==> src/rtl/root_pkg.sv <==
// root_pkg: shared types and widths for the Root engine dispatcher.
//   state_t - dispatcher FSM states
//   job_t   - one buffered root request {radicand, degree, tag}
package root_pkg;
   localparam int RAD_W = 10;
   localparam int DEG_W = 3;
   localparam int RES_W = 20;
   localparam int TAG_W = 2;
   localparam int JOB_W = RAD_W + DEG_W + TAG_W;
   typedef enum logic [2:0] {IDLE, LAUNCH, WAIT, HOLD, DRAIN} state_t;
   typedef struct packed {
      logic [RAD_W-1:0] radicand;
      logic [DEG_W-1:0] degree;
      logic [TAG_W-1:0] tag;
   } job_t;
endpackage

==> src/rtl/root_req_fifo.sv <==
// root_req_fifo: synchronous FIFO of packed jobs, head visible on dout.
//   clk, rst  - clock, synchronous active-high reset (empties the FIFO)
//   push, din - write din when push
//   pop       - drop the head entry
//   dout      - current head entry
//   full      - no free entry
//   empty     - no valid entry
module root_req_fifo
   import root_pkg::*;
#(
   parameter int DEPTH = 4
) (
   input  logic             clk,
   input  logic             rst,
   input  logic             push,
   input  logic             pop,
   input  logic [JOB_W-1:0] din,
   output logic [JOB_W-1:0] dout,
   output logic             full,
   output logic             empty
);
   localparam int AW = $clog2(DEPTH);
   logic [AW:0]      wptr, rptr;
   logic [JOB_W-1:0] mem [DEPTH];
   logic             wen;
   // The extra pointer bit separates full (bits differ) from empty (bits equal).
   assign empty = wptr == rptr;
   assign full  = (wptr[AW] != rptr[AW]) && (wptr[AW-1:0] == rptr[AW-1:0]);
   assign dout  = mem[rptr[AW-1:0]];
   // A write into a full FIFO is only legal when the head leaves in the same cycle.
   assign wen   = push && (!full || pop);
   always_ff @(posedge clk) begin
      if (rst) begin
         wptr <= '0;
         rptr <= '0;
      end else begin
         if (wen) wptr <= wptr + (AW+1)'(1);
         if (pop && !empty) rptr <= rptr + (AW+1)'(1);
      end
   end
   always_ff @(posedge clk) begin
      if (wen) mem[wptr[AW-1:0]] <= din;
   end
endmodule

==> src/rtl/root_job_dispatcher.sv <==
// root_job_dispatcher: buffers root requests and feeds them one at a time to the Root engine.
//   clk, rst                     - clock, synchronous active-high reset
//   req_valid/ready              - request handshake; req_radicand, req_degree, req_tag
//   eng_in_valid, eng_in_data_1/2 - engine launch (pulse held LAUNCH_CYCLES, data held for the job)
//   eng_out_valid, eng_out_data  - engine result (valid high for two cycles)
//   resp_valid/ready             - response handshake; resp_data, resp_tag, resp_err
//   fault                        - sticky watchdog timeout flag, cleared only by rst
module root_job_dispatcher
   import root_pkg::*;
#(
   parameter int FIFO_DEPTH    = 4,
   parameter int LAUNCH_CYCLES = 2,
   parameter int WDOG_LIMIT    = 96
) (
   input  logic             clk,
   input  logic             rst,
   input  logic             req_valid,
   output logic             req_ready,
   input  logic [RAD_W-1:0] req_radicand,
   input  logic [DEG_W-1:0] req_degree,
   input  logic [TAG_W-1:0] req_tag,
   output logic             eng_in_valid,
   output logic [RAD_W-1:0] eng_in_data_1,
   output logic [DEG_W-1:0] eng_in_data_2,
   input  logic             eng_out_valid,
   input  logic [RES_W-1:0] eng_out_data,
   output logic             resp_valid,
   input  logic             resp_ready,
   output logic [RES_W-1:0] resp_data,
   output logic [TAG_W-1:0] resp_tag,
   output logic             resp_err,
   output logic             fault
);
   localparam int LW = $clog2(LAUNCH_CYCLES + 1);
   localparam int WW = $clog2(WDOG_LIMIT + 1);
   state_t           state, nxt;
   logic [JOB_W-1:0] head_w;
   job_t             head;
   logic             full, empty, push, pop, hit, tmo;
   logic             rdy_q, ov_q, fault_q, rerr_q;
   logic [LW-1:0]    lcnt;
   logic [WW-1:0]    wdog;
   logic [RAD_W-1:0] d1_q;
   logic [DEG_W-1:0] d2_q;
   logic [RES_W-1:0] rdata_q;
   logic [TAG_W-1:0] rtag_q;
   assign head = job_t'(head_w);
   // rdy_q keeps req_ready low through reset and for the cycle rst falls.
   assign req_ready     = rdy_q && !full && !fault_q;
   assign push          = req_valid && req_ready;
   assign eng_in_valid  = state == LAUNCH;
   assign eng_in_data_1 = d1_q;
   assign eng_in_data_2 = d2_q;
   assign resp_valid    = state == HOLD;
   assign resp_data     = rdata_q;
   assign resp_tag      = rtag_q;
   assign resp_err      = rerr_q;
   assign fault         = fault_q;
   root_req_fifo #(.DEPTH(FIFO_DEPTH)) u_fifo (
      .clk   (clk),
      .rst   (rst),
      .push  (push),
      .pop   (pop),
      .din   ({req_radicand, req_degree, req_tag}),
      .dout  (head_w),
      .full  (full),
      .empty (empty)
   );
   always_comb begin
      nxt = state;
      pop = 1'b0;
      hit = 1'b0;
      tmo = 1'b0;
      case (state)
         IDLE: begin
            if (!empty && !fault_q) begin
               pop = 1'b1;
               nxt = (head.degree == '0) ? HOLD : LAUNCH;
            end
         end
         LAUNCH: if (lcnt == LW'(LAUNCH_CYCLES - 1)) nxt = WAIT;
         WAIT: begin
            // Only the rising edge counts; the engine's second valid cycle lands in HOLD.
            if (eng_out_valid && !ov_q) begin
               hit = 1'b1;
               nxt = HOLD;
            end else if (wdog == WW'(WDOG_LIMIT - 1)) begin
               tmo = 1'b1;
               nxt = HOLD;
            end
         end
         HOLD: if (resp_ready) nxt = DRAIN;
         // One quiet cycle of eng_out_valid means the engine is back in init.
         DRAIN: if (!eng_out_valid) nxt = IDLE;
         default: nxt = IDLE;
      endcase
   end
   always_ff @(posedge clk) begin
      if (rst) begin
         state   <= IDLE;
         rdy_q   <= 1'b0;
         ov_q    <= 1'b0;
         fault_q <= 1'b0;
         lcnt    <= '0;
         wdog    <= '0;
         d1_q    <= '0;
         d2_q    <= '0;
         rdata_q <= '0;
         rtag_q  <= '0;
         rerr_q  <= 1'b0;
      end else begin
         state <= nxt;
         rdy_q <= 1'b1;
         ov_q  <= eng_out_valid;
         lcnt  <= (state == LAUNCH) ? lcnt + LW'(1) : '0;
         wdog  <= (state == WAIT) ? wdog + WW'(1) : '0;
         if (pop) begin
            d1_q    <= head.radicand;
            d2_q    <= head.degree;
            rtag_q  <= head.tag;
            rerr_q  <= head.degree == '0;
            rdata_q <= '0;
         end
         if (hit) rdata_q <= eng_out_data;
         if (tmo) begin
            rdata_q <= '0;
            rerr_q  <= 1'b1;
            fault_q <= 1'b1;
         end
      end
   end
endmodule

==> config.mk <==
export PLATFORM = sky130hd
export DESIGN_NAME = root_job_dispatcher
export DESIGN_NICKNAME = d
export VERILOG_FILES = /design/src/rtl/root_pkg.sv /design/src/rtl/root_req_fifo.sv /design/src/rtl/root_job_dispatcher.sv
export SDC_FILE = /design/constraint.sdc
export NUM_CORES = 1
export LEC_CHECK = 0
export BUFFER_PORTS_ARGS = -buffer_cell sky130_fd_sc_hd__buf_2
export CORE_ASPECT_RATIO = 1.2
export CORE_UTILIZATION = 45
export DETAILED_ROUTE_END_ITERATION = 8
export MAX_ROUTING_LAYER = met4
export PLACE_DENSITY = 0.76
export SYNTH_ARGS = -nofsm -noshare
export SYNTH_HDL_FRONTEND = slang
export SYNTH_HIERARCHICAL = 1
export SYNTH_SLANG_ARGS = --single-unit
==> constraint.sdc <==
create_clock -name clk -period 4.45 [get_ports clk]
set_clock_uncertainty 0.1 [all_clocks]
set_input_delay 0.89 -clock clk [delete_from_list [all_inputs] [get_ports clk]]
set_output_delay 0.89 -clock clk [all_outputs]
set_load 0.02 [all_outputs]
== Yosys cells after proc, flatten, opt, wreduce, memory -nomap -nowiden ==
Memories as Yosys holds them, arrays and structs flattened. A register that Yosys moved wholly into a read port is not among the register bits.
Cells that the tools add are included.

* Register bits after elaboration: 57
* RAM bits: 60
* Input port bits: 40
* Output and inout bits: 40
* Word-level logic and storage cells: 79
* Memories: 1

* $add $sub $neg: 4
* Equality and inequality tests: 14
* Muxes and demuxes: 24
* Bitwise operators: 2
* Reduce and logical (&&, ||, !) cells: 21

{| class="wikitable"
|+ Memories
! memory !! words !! width !! rd ports !! clocked after memory_dff !! wr ports !! line !! text
|-
| u_fifo.mem || 4 || 15 || 1 || 1 || 1 || root_req_fifo.sv:24 || <nowiki>logic [JOB_W-1:0] mem [DEPTH];</nowiki>
|}

{| class="wikitable"
|+ Operators by type and width
! kind !! count
|-
| two-way mux 20 bit || 2
|-
| two-way mux 3 bit || 6
|-
| case mux 3 bit (5 select lines) || 1
|-
| two-way mux 1 bit || 12
|-
| logical AND 1 bit || 8
|-
| adder 7 x 1 -> 7 bit (second input constant) || 1
|-
| == test 7 bit (second input constant) || 1
|-
| adder 3 x 1 -> 3 bit (second input constant) || 2
|-
| == test 3 x 2 -> 1 bit (second input constant) || 2
|-
| logical NOT 3 bit || 2
|-
| two-way mux 2 bit || 3
|-
| OR reduction 2 bit || 3
|-
| AND reduction 5 bit || 1
|-
| logical NOT 1 bit || 4
|-
| != test 2 x 1 -> 1 bit (second input constant) || 2
|-
| != test 2 bit (second input constant) || 2
|-
| nonzero test 2 bit || 2
|-
| == test 3 x 1 -> 1 bit (second input constant) || 1
|-
| == test 3 bit || 1
|-
| == test 3 bit (second input constant) || 1
|-
| != test 3 bit (second input constant) || 1
|-
| adder 2 x 1 -> 2 bit (second input constant) || 1
|-
| == test 2 x 1 -> 1 bit (second input constant) || 1
|-
| == test 2 bit || 1
|-
| 3 further kinds || 4
|}

== Longest topological paths before layout ==
* Depth in word-level cells: 9
* Depth in mapped cells: 10
* Gate-level depth less buffers: 9

== Hierarchy ==
Netlist, hierarchy kept.

{| class="wikitable"
|+ By module, submodules not included
! module !! instances !! cells an instance !! area an instance (um^2) !! sequential area each (um^2)
|-
| root_req_fifo || 1 || 133 || 2705.1 || 1961.9
|-
| root_job_dispatcher || 1 || 218 || 1940.6 || 1021.0
|}

== Worst setup path after synthesis ==
Ideal clock, no wire load.

* Path type: register -> register
* From: register u_fifo.wptr[2]
* To: memory u_fifo/mem[0][0] (netlist name) (enable)
* Library setup time: 0.372 ns
* Arrival time: 2.284 ns
* Required time: 3.978 ns
* Setup slack: 1.694 ns
* Cell stages (with the launch flop): 8
* Buffers on the path: 0
* Period minus slack after synthesis: 2.756 ns
* Path through: dfxtp_1 xnor2_1 nor2_1 nor3b_1 and2_1 inv_1 a41oi_2 and2_1

* Word-level cells in the longest chain between the ends: 9
* Elaborated cells between the ends (all ways): 15
* Those cells by class: eq/ne (2); mux (4); reduce/logical (9)

{| class="wikitable"
|+ RTL lines
! element !! line !! text
|-
| from (decl) || root_req_fifo.sv:23 || <nowiki>logic [AW:0] wptr, rptr;</nowiki>
|-
| from (signal assigned) || root_req_fifo.sv:37 || <nowiki>if (wen) wptr <= wptr + (AW+1)'(1);</nowiki>
|-
| != test 1 bit || root_req_fifo.sv:28 || <nowiki>assign full = (wptr[AW] != rptr[AW]) && (wptr[AW-1:0] == rptr[AW-1:0]);</nowiki>
|-
| logical AND 1 bit || root_req_fifo.sv:28 ||
|-
| named net full || root_job_dispatcher.sv:39 || <nowiki>logic full, empty, push, pop, hit, tmo;</nowiki>
|-
| logical NOT 1 bit || root_job_dispatcher.sv:49 || <nowiki>assign req_ready = rdy_q && !full && !fault_q;</nowiki>
|-
| logical AND 1 bit (2 in a row) || root_job_dispatcher.sv:49 ||
|-
| named net req_ready || root_job_dispatcher.sv:18 || <nowiki>output logic req_ready,</nowiki>
|-
| logical AND 1 bit || root_job_dispatcher.sv:50 || <nowiki>assign push = req_valid && req_ready;</nowiki>
|-
| named net push || root_job_dispatcher.sv:39 ||
|-
| logical AND 1 bit || root_req_fifo.sv:31 || <nowiki>assign wen = push && (!full || pop);</nowiki>
|-
| two-way mux 1 bit || root_req_fifo.sv:42 || <nowiki>if (wen) mem[wptr[AW-1:0]] <= din;</nowiki>
|-
| two-way mux 1 bit (implied by the code) || root_req_fifo.sv:42 ||
|-
| to (decl) || root_req_fifo.sv:24 ||
|}

The timed path passes the listed nets, and every way through them passes these cells.

== Worst setup path after layout ==
* From: register u_fifo.wptr[1]
* To: register u_fifo.wptr[2]

* Word-level cells in the longest chain between the ends: 7
* Elaborated cells between the ends (all ways): 14
* Those cells by class: add/sub (1); eq/ne (2); mux (2); reduce/logical (9)

{| class="wikitable"
|+ RTL lines
! element !! line !! text
|-
| == test 3 bit || root_req_fifo.sv:27 || <nowiki>assign empty = wptr == rptr;</nowiki>
|-
| named net empty || root_job_dispatcher.sv:39 ||
|-
| logical NOT 1 bit || root_job_dispatcher.sv:76 || <nowiki>if (!empty && !fault_q) begin</nowiki>
|-
| logical AND 1 bit || root_job_dispatcher.sv:76 ||
|-
| two-way mux 1 bit || root_job_dispatcher.sv:76 ||
|-
| two-way mux 1 bit || root_job_dispatcher.sv:74 || <nowiki>case (state)</nowiki>
|-
| logical OR 1 bit || root_req_fifo.sv:31 ||
|-
| logical AND 1 bit || root_req_fifo.sv:31 ||
|}

The timed path passes the listed nets, and every way through them passes these cells.
A chain may end at the register's enable or synchronous reset.

==> flow_summary.json <==
{
  "outcome": "completed",
  "wire_per_inst_um": 15.2,
  "root_buffer": "clkbuf_16",
  "num_vias": 2993,
  "coreArea_sq_um": 10000,
  "setup-tns-final_ns": 0,
  "pwr_density_cell_nw_per_um2": 532,
  "fin_crit_ns": 3.26,
  "tritoncts": "built",
  "dp_hpwl_mm": 5.86,
  "worstPathMaxFanout": 17,
  "path_class": "reg -> reg",
  "crit_arrival_ns": 3.44,
  "dieArea_sq_um": 10700,
  "clk_path_buf_depth": 2,
  "initial_core_util_pct": 46.4,
  "drv_cap": 0,
  "via_per_inst": 5.22,
  "setup_viol": 0,
  "fmax_mhz": 307,
  "htree_levels": 4,
  "synth_seq_cells": 119,
  "worstPathRequired_ns": 4.64,
  "cp-end-kind": "register",
  "cts_setup_buffers": 0,
  "synth_nets": 398,
  "rsz0062_at_grt": "no",
  "antenna_found_initial": 0,
  "num_rows": 40,
  "numPortBuffers": 79,
  "fillers": 814,
  "chipWidth_um": 94.8,
  "ff2ff_path_depth": 9,
  "grt_pass1_vias": 2928,
  "path_common_cell": "nand2_1",
  "seq_area_frac_synth_pct": 64.2,
  "vdd_drop_max_mv": 0.358,
  "critPathLaunchType": "register",
  "synth_edf_count": 60,
  "gr-total-overflow": 0,
  "synth_cell_types": 49,
  "max_stage_delay_ns": 0.88,
  "finalHoldViolCount": 0,
  "hold_depth": 1,
  "tightest_slew_ns": 1.17,
  "period_share_pct": 73.2,
  "grt_pass1_wl_mm": 14.2,
  "synth-main-ff-cell": "edfxtp_1",
  "path_clk_slew_ns": 0.05,
  "synth_area_sq_um": 4650,
  "die_h_um": 113,
  "grt_start_max_net_pins": 39,
  "antenna_left": 0,
  "synthArstFlopShare_pct": 0,
  "slew_headroom_pct": 21.4,
  "syn2layout_area_growth_pct": 21.6,
  "crit_chain": "xnor2_2, nand2_1, nor2_1, nor3_1, nand2_1, clkinv_1, inv_1, a41oi_2, mux2_1",
  "cts_hold_buffers": 0,
  "dr.pass1.iters": 4,
  "hp-class": "reg -> reg",
  "netlist_instances": 351,
  "crit_slowest_cell": "a41oi_2",
  "layout_setup_ws_ns": 1.19,
  "fin_nets": 481,
  "whs_ns": 0.328,
  "clock_sinks": 119,
  "path_buf_inv": 2,
  "clk_latency_ns": 0.41,
  "gp_congestion": 0.757,
  "drc": 0,
  "drv_slew": 0,
  "synth_area_per_cell_sq_um": 13.2,
  "drt_wl_total_mm": 8.73,
  "p_leak_nw": 2.13,
  "cp.depth": 9,
  "crit_family": "compound AO/OA/AOI/OAI gates",
  "cts-resized-gates": 0,
  "drive_gt1_share_pct": 31.1,
  "preCtsSetupSlack_ns": 1.18,
  "antenna_cells": 0,
  "io_pins": 80,
  "yosys_warnings": 6,
  "numCtsBuffers": 17,
  "grt_use_total_pct": 18.7,
  "drt_iter0_drc": 110
}
## metrics by stage
stage	instances	total power, mW	util [%]	cell area, sq um
3_5_place_dp	541	1.84	51.1	5120
2_1_floorplan	351	1.69	-	4650
4_1_cts	573	3.04	56.5	5650
6_report	573	3.01	56.5	5650
5_1_grt	573	3.14	56.5	5650
3_3_place_gp	541	1.82	51.1	5120
## routing by layer
metal | track usage (%) | vias to the layer above | part of all wire, %
li1 | - | 1448 | -
met1 | 20.9 | 1420 | 42
met2 | 30.7 | 119 | 51
met3 | 5.38 | 6 | 6.9
met4 | 8.38 | 0 | 0.74
met5 | - | - | 0
## final cells by class
class                           count  area (sq um)  share of cell area [%]
Clock buffer                       20           457                    8.08
Sequential cell                   119          2980                    52.8
Inverter                           11          41.3                   0.731
Tap cell                          126           158                    2.79
Multi-Input combinational cell    203          1520                    26.8
Clock inverter                     12          77.6                    1.37
Timing Repair Buffer               82           418                    7.40
## power breakdown
group / internal (mW) / total (mW) / leakage [nW] / switching [mW]
clock: 0.734 / 1.20 / 0.250 / 0.464
combinational: 0.194 / 0.516 / 0.853 / 0.322
sequential: 1.24 / 1.29 / 1.02 / 0.0565
## synth_stat cells, types with 2 or more instances
| master | instances | area (sq um) |
|---|---|---|
| buf_4 | 4 | 30.0 |
| xnor2_1 | 2 | 17.5 |
| nor3b_1 | 3 | 22.5 |
| nand4_1 | 5 | 31.3 |
| clkbuf_1 | 6 | 22.5 |
| xor2_1 | 4 | 35.0 |
| xnor2_2 | 2 | 32.5 |
| o21ai_0 | 2 | 10.0 |
| nor2_1 | 37 | 139 |
| edfxtp_1 | 60 | 1800 |
| a31oi_1 | 2 | 12.5 |
| ha_1 | 7 | 87.6 |
| a22oi_1 | 21 | 158 |
| mux2_1 | 3 | 33.8 |
| mux4_2 | 15 | 338 |
| a21oi_1 | 16 | 80.1 |
| dfxtp_1 | 59 | 1180 |
| nand2_1 | 37 | 139 |
| nor4_1 | 2 | 12.5 |
| nand3b_1 | 2 | 15.0 |
| mux2i_1 | 3 | 30.0 |
| buf_6 | 2 | 22.5 |
| inv_1 | 10 | 37.5 |
| and2_1 | 5 | 31.3 |
| nand3_1 | 2 | 10.0 |
| nor3_1 | 3 | 15.0 |
| buf_2 | 6 | 30.0 |
| nand2b_1 | 6 | 37.5 |
| a41oi_2 | 2 | 32.5 |
| nor2b_1 | 4 | 25.0 |
## registers in the layout (all words and copies together), names as in the netlist, 2 cells and up, named ones only
signal,count
eng_in_data_1,10
u_fifo/mem,60
state,3
eng_in_data_2,3
resp_tag,2
resp_data,20
u_fifo/rptr,3
wdog,7
u_fifo/wptr,3
lcnt,2
## layout by cell type (no fill, tap or decap), types with 4 or more instances in the layout
| cell type | synthesis | layout |
|---|---|---|
| nand2b_1 | 6 | 6 |
| nor2_1 | 37 | 37 |
| a22oi_1 | 21 | 21 |
| nor2b_1 | 4 | 4 |
| clkbuf_16 | 0 | 17 |
| mux4_2 | 15 | 15 |
| inv_1 | 10 | 10 |
| edfxtp_1 | 60 | 60 |
| ha_1 | 7 | 7 |
| dfxtp_1 | 59 | 59 |
| clkinvlp_4 | 0 | 5 |
| nand4_1 | 5 | 5 |
| nand2_1 | 37 | 37 |
| buf_2 | 6 | 79 |
| and2_1 | 5 | 5 |
| a21oi_1 | 16 | 16 |
| xor2_1 | 4 | 4 |
## final timing paths
path | start | slack [ns] | end
hold reg to reg | lcnt[0]$_SDFF_PP0_ | 0.33 | lcnt[0]$_SDFF_PP0_
hold / removal | lcnt[0]$_SDFF_PP0_ | 0.33 | lcnt[0]$_SDFF_PP0_
setup / recovery | u_fifo/wptr[1]$_SDFFE_PP0P_ | 1.19 | u_fifo/wptr[2]$_SDFFE_PP0P_
setup reg to reg | u_fifo/wptr[1]$_SDFFE_PP0P_ | 1.19 | u_fifo/wptr[2]$_SDFFE_PP0P_
## cell families (layout without fill, tap and decap cells)
| logic type | count (synthesis) | after routing | synth area share [%] |
|---|---|---|---|
| fa+ha+maj | 7 | 7 | 1.89 |
| mux | 22 | 22 | 8.97 |
| flops | 119 | 119 | 64.2 |
| xor+xnor | 9 | 9 | 2.18 |
| simple gates | 115 | 115 | 12.0 |
| compound gates | 50 | 50 | 7.65 |
| buf+inv | 29 | 125 | 3.15 |
Power figures use the tool's default switching activity.
